==> src/rtl/fetch_pkg.sv <==
// fetch_pkg: shared widths, halt word, state encoding and word types for the fetch sequencer
package fetch_pkg;
  localparam int IW = 10;
  localparam int DW = 9;
  localparam int CW = 16;
  typedef logic [IW-1:0] pc_t;
  typedef logic [DW-1:0] inst_t;
  typedef logic [CW-1:0] cnt_t;
  localparam inst_t HALT_CODE = 9'b111111111;
  typedef enum logic [1:0] {IDLE, RUN, HALT} state_t;
endpackage

==> src/rtl/pc_next.sv <==
// pc_next: next-PC mux; in pc/inst_pc/target/take/rel, out next_pc (increment, absolute or wrapping relative)
module pc_next
  import fetch_pkg::*;
(
  input  pc_t  pc,
  input  pc_t  inst_pc,
  input  pc_t  target,
  input  logic take,
  input  logic rel,
  output pc_t  next_pc
);
  always_comb next_pc = take ? (rel ? inst_pc + target : target) : pc + IW'(1);
endmodule

==> src/rtl/fetch_ctrl.sv <==
// fetch_ctrl: PC/IR fetch sequencer; in Start/Stall/Branch*/InstIn, out InstAddress/InstOut/InstPC/InstValid/Busy/Done/CycleCount
module fetch_ctrl
  import fetch_pkg::*;
(
  input  logic          Clk,
  input  logic          Reset,
  input  logic          Start,
  input  logic          Stall,
  input  logic          BranchEn,
  input  logic          BranchRel,
  input  logic [IW-1:0] BranchTarget,
  output logic [IW-1:0] InstAddress,
  input  logic [DW-1:0] InstIn,
  output logic [DW-1:0] InstOut,
  output logic [IW-1:0] InstPC,
  output logic          InstValid,
  output logic          Busy,
  output logic          Done,
  output logic [CW-1:0] CycleCount
);
  state_t state_q, state_d;
  pc_t    pc_q, pc_d, inst_pc_q, inst_pc_d, npc;
  inst_t  ir_q, ir_d;
  logic   valid_q, valid_d;
  cnt_t   cyc_q, cyc_d;
  logic   take;
  assign take = valid_q && BranchEn;
  pc_next u_pc_next (
    .pc      (pc_q),
    .inst_pc (inst_pc_q),
    .target  (BranchTarget),
    .take    (take),
    .rel     (BranchRel),
    .next_pc (npc)
  );
  always_comb begin
    state_d   = state_q;
    pc_d      = pc_q;
    ir_d      = ir_q;
    inst_pc_d = inst_pc_q;
    valid_d   = valid_q;
    cyc_d     = cyc_q;
    case (state_q)
      IDLE: if (Start) begin
        state_d = RUN;
        pc_d    = '0;
        ir_d    = '0;
        valid_d = 1'b0;
        cyc_d   = '0;
      end
      RUN: if (!Stall) begin
        cyc_d = &cyc_q ? cyc_q : cyc_q + CW'(1);
        if (valid_q && ir_q == HALT_CODE) begin
          state_d = HALT;
          valid_d = 1'b0;
        end else if (take) begin
          pc_d    = npc;
          valid_d = 1'b0;
        end else begin
          ir_d      = InstIn;
          inst_pc_d = pc_q;
          valid_d   = 1'b1;
          pc_d      = npc;
        end
      end
      HALT: state_d = Start ? HALT : IDLE;
      default: state_d = IDLE;
    endcase
  end
  always_ff @(posedge Clk or posedge Reset)
    if (Reset) begin
      state_q   <= IDLE;
      pc_q      <= '0;
      ir_q      <= '0;
      inst_pc_q <= '0;
      valid_q   <= 1'b0;
      cyc_q     <= '0;
    end else begin
      state_q   <= state_d;
      pc_q      <= pc_d;
      ir_q      <= ir_d;
      inst_pc_q <= inst_pc_d;
      valid_q   <= valid_d;
      cyc_q     <= cyc_d;
    end
  assign InstAddress = pc_q;
  assign InstOut     = ir_q;
  assign InstPC      = inst_pc_q;
  assign InstValid   = valid_q;
  assign Busy        = state_q == RUN;
  assign Done        = state_q == HALT;
  assign CycleCount  = cyc_q;
endmodule
==> config.mk <==
export PLATFORM = sky130hd
export DESIGN_NAME = fetch_ctrl
export DESIGN_NICKNAME = d
export VERILOG_FILES = /design/src/rtl/fetch_pkg.sv /design/src/rtl/pc_next.sv /design/src/rtl/fetch_ctrl.sv
export SDC_FILE = /design/constraint.sdc
export NUM_CORES = 1
export LEC_CHECK = 0
export BUFFER_PORTS_ARGS = -buffer_cell sky130_fd_sc_hd__buf_2
export CAP_MARGIN = 10
export CORE_MARGIN = 4
export CORE_UTILIZATION = 50
export DETAILED_ROUTE_END_ITERATION = 8
export PLACE_DENSITY = 0.85
export SYNTH_ARGS = -nofsm -noshare
export SYNTH_HDL_FRONTEND = slang
export SYNTH_HIERARCHICAL = 1
export SYNTH_SLANG_ARGS = --single-unit
==> constraint.sdc <==
create_clock -name Clk -period 3.95 [get_ports Clk]
set_input_delay 0.79 -clock Clk [delete_from_list [all_inputs] [get_ports Clk]]
set_output_delay 0.79 -clock Clk [all_outputs]
set_load 0.02 [all_outputs]
==> impl_metrics.py <==
metrics = {
    "clocking": {
        "h-tree-depth": 2,
        "clkSinkCount": 48,
        "cts.path.max_buffers": 2,
        "cts_tree": "built",
        "path_clk_slew_ns": 0.09,
        "cts_inserted_buffers": 5,
        "clk_latency_ns": 0.30,
        "clockRootBuffer": "clkbuf_8",
        "cts_hold_buf": 0,
        "cts_resized": 0,
        "cts_setup_buffers": 0,
    },
    "global_route": {
        "grtUsageTotal": 0.2085,
        "grt_max_degree": 49,
        "grt_pass1_wl_um": 12510,
        "antenna_found_initial": 0,
        "grt_pass1_vias": 2659,
        "grt_overflow": 0,
    },
    "routing": {
        "wl_per_cell_um": 16.22,
        "drc": 0,
        "drt_iter0_drc": 211,
        "first_pass_iters": 5,
        "topRoutingLayerUsed": "met4",
        "ant_nets": 0,
        "vias": 2712,
        "wirelength_um": 7510,
        "wl_met3_um": 691,
        "vias_per_cell": 5.857,
        "wl_met2_um": 3475,
        "wl_met1_um": 3265,
    },
    "floorplan": {
        "core.rowCount": 27,
        "ios": 73,
        "die_y_um": 85.42,
        "dieArea_um2": 7296,
        "initial_core_util": 0.5312,
        "die_w_um": 85.42,
        "core_um2": 5642,
    },
    "synthesis": {
        "synth.distinct_cells": 51,
        "syn_area_um2": 2997,
        "avgSynthCellArea_um2": 9.423,
        "synth_ff_type": "dfrtp_1",
        "synth-edff-count": 0,
        "yosys_warnings": 6,
        "syn-num-nets": 355,
        "async_reset_ff_frac": 1.000,
        "synth-seq-area-share": 0.4008,
        "ys_ff_latch": 48,
        "synthCells": 318,
    },
    "sta": {
        "setup_slack_ns": 1.279,
        "fmax_mhz": 374.4,
        "worst_pin_slew_ns": 1.025,
        "rsz0062_at_grt": "no",
        "finClkSkew_ns": 0.007952,
        "finalSetupViolCount": 0,
        "hold_violations": 0,
        "drv_slew": 0,
        "tns_ns": 0,
        "min_period_ns": 2.671,
        "maxSlewHeadroom": 0.3159,
        "finalCritPeriodShare": 0.6763,
    },
    "critical_path": {
        "cp_max_fo": 3,
        "worstSetupPathType": "primary input to flop",
        "cp_data_required_time_ns": 4.18,
        "endpoint_kind": "flop",
        "cp.arrival_ns": 2.90,
        "crit_path_start_kind": "primary input",
    },
    "final_layout": {
        "fillers": 476,
        "area_growth_pct": 18.00,
        "final_common_cell": "buf_2",
        "antenna_cells": 0,
        "multiInputGateArea_um2": 1672,
        "post_route_cells_drive_above_1_share": 0.2532,
        "final_cell_mix": "buf_2, dfrtp_1, nand2_1",
        "final_nets": 427,
        "regArea_um2": 1201,
    },
    "pwr": {
        "leakagePower_nw": 1.720,
        "power_mw": 2.417,
        "ir_drop_mv": 0.3270,
        "p_per_area_nw_per_um2": 683.5,
    },
    "min_path": {
        "hold_path_class": "flop to flop",
    },
    "status": {
        "status": "complete, no violations",
    },
    "job": {
        "cap_violations": 0,
    },
    "placement": {
        "portBuffers": 72,
        "place_hpwl_um": 5501,
        "place_worst_setup_slack_ns": 1.044,
        "gp_congestion": 0.8172,
    },
}
## layout make-up
| class | instances | area share |
|---|---|---|
| inverters | 23 | 0.02442 |
| multi-input cells | 238 | 0.4728 |
| clock buffers | 5 | 0.01946 |
| clock inverters | 3 | 0.01203 |
| well taps | 72 | 0.02548 |
| flip-flops and latches | 48 | 0.3397 |
| repair buffers | 74 | 0.1062 |
## cell families after synthesis
logic type / Yosys count / share of synthesized area
and+or+nand+nor: 110 / 0.1921
AOI/OAI and AO/OA: 71 / 0.1637
DFF: 48 / 0.4008
muxes: 33 / 0.1144
buffers and inverters: 32 / 0.04133
xor gates and xnor gates: 12 / 0.03507
adders and majority gates: 12 / 0.05261
## per-layer routing
metal  vias up  global-route usage
li1       1303                   -
met1      1275              0.2870
met2       126              0.3383
met3         8             0.03981
met4         0             0.05180
met5         -                   0
## final timing paths
check	depth (start not counted)	slack, ns	endpoint	start
min reg2reg	1	0.54	InstOut[7]	InstOut[7]
max in group asynchronous	2	2.59	CycleCount[12]	Reset
min in group asynchronous	2	0.73	InstPC[1]	Reset
min	1	0.54	InstOut[7]	InstOut[7]
max reg2reg	10	1.43	InstAddress[6]	InstPC[0]
max	11	1.28	InstAddress[6]	BranchTarget[0]
## worst max-delay path, stage by stage
cell	delay (ns)
buf_2	0.11
ha_1	0.20
fa_1	0.43
a211oi_1	0.45
o21bai_1	0.13
a21oi_1	0.19
xnor2_1	0.13
mux2i_1	0.09
a21oi_1	0.18
nand2_1	0.07
mux2i_1	0.14
## per-stage QoR
step	instances	hold WS, ns	utilization	cell area [µm²]
4_1_cts	463	0.5402	0.6267	3536
5_1_grt	463	0.5638	0.6267	3536
6_report	463	0.5405	0.6267	3536
3_5_place_dp	455	0.5177	0.6070	3425
3_3_place_gp	455	0.5110	0.6070	3425
2_1_floorplan	318	0.5953	-	2997
## state kept, by name, summed over array words and instances (netlist names)
register	count
CycleCount	16
InstAddress	10
InstPC	10
InstOut	9
state_q	2
InstValid	1
## where the power goes
part	switching [mW]	total [mW]	internal (mW)
Combinational	0.690	1.19	0.495
Clock	0.170	0.358	0.187
Sequential	0.224	0.873	0.649
Total	1.08	2.42	1.33
## synth_stat cells (3+ instances only)
library cell / instances / share of area
xnor2_1: 11 / 0.032
nor2_1: 16 / 0.020
nand4_1: 3 / 0.0063
o21bai_1: 3 / 0.0075
ha_1: 11 / 0.046
a21o_1: 4 / 0.010
nand3_1: 13 / 0.022
clkbuf_1: 5 / 0.0063
a22o_1: 9 / 0.026
nand2_1: 38 / 0.048
mux2_2: 10 / 0.038
a31oi_1: 4 / 0.0083
inv_1: 23 / 0.029
and3_1: 5 / 0.010
o31ai_1: 4 / 0.010
a211oi_1: 5 / 0.013
buf_2: 3 / 0.0050
nor4_1: 5 / 0.010
dfrtp_1: 48 / 0.40
o21ai_0: 7 / 0.012
a21oi_1: 20 / 0.033
nor3_1: 6 / 0.010
nand2b_1: 6 / 0.013
or3_1: 3 / 0.0063
or4_1: 3 / 0.0075
mux2i_1: 23 / 0.077
No activity file was read; power rests on OpenSTA's default activity.
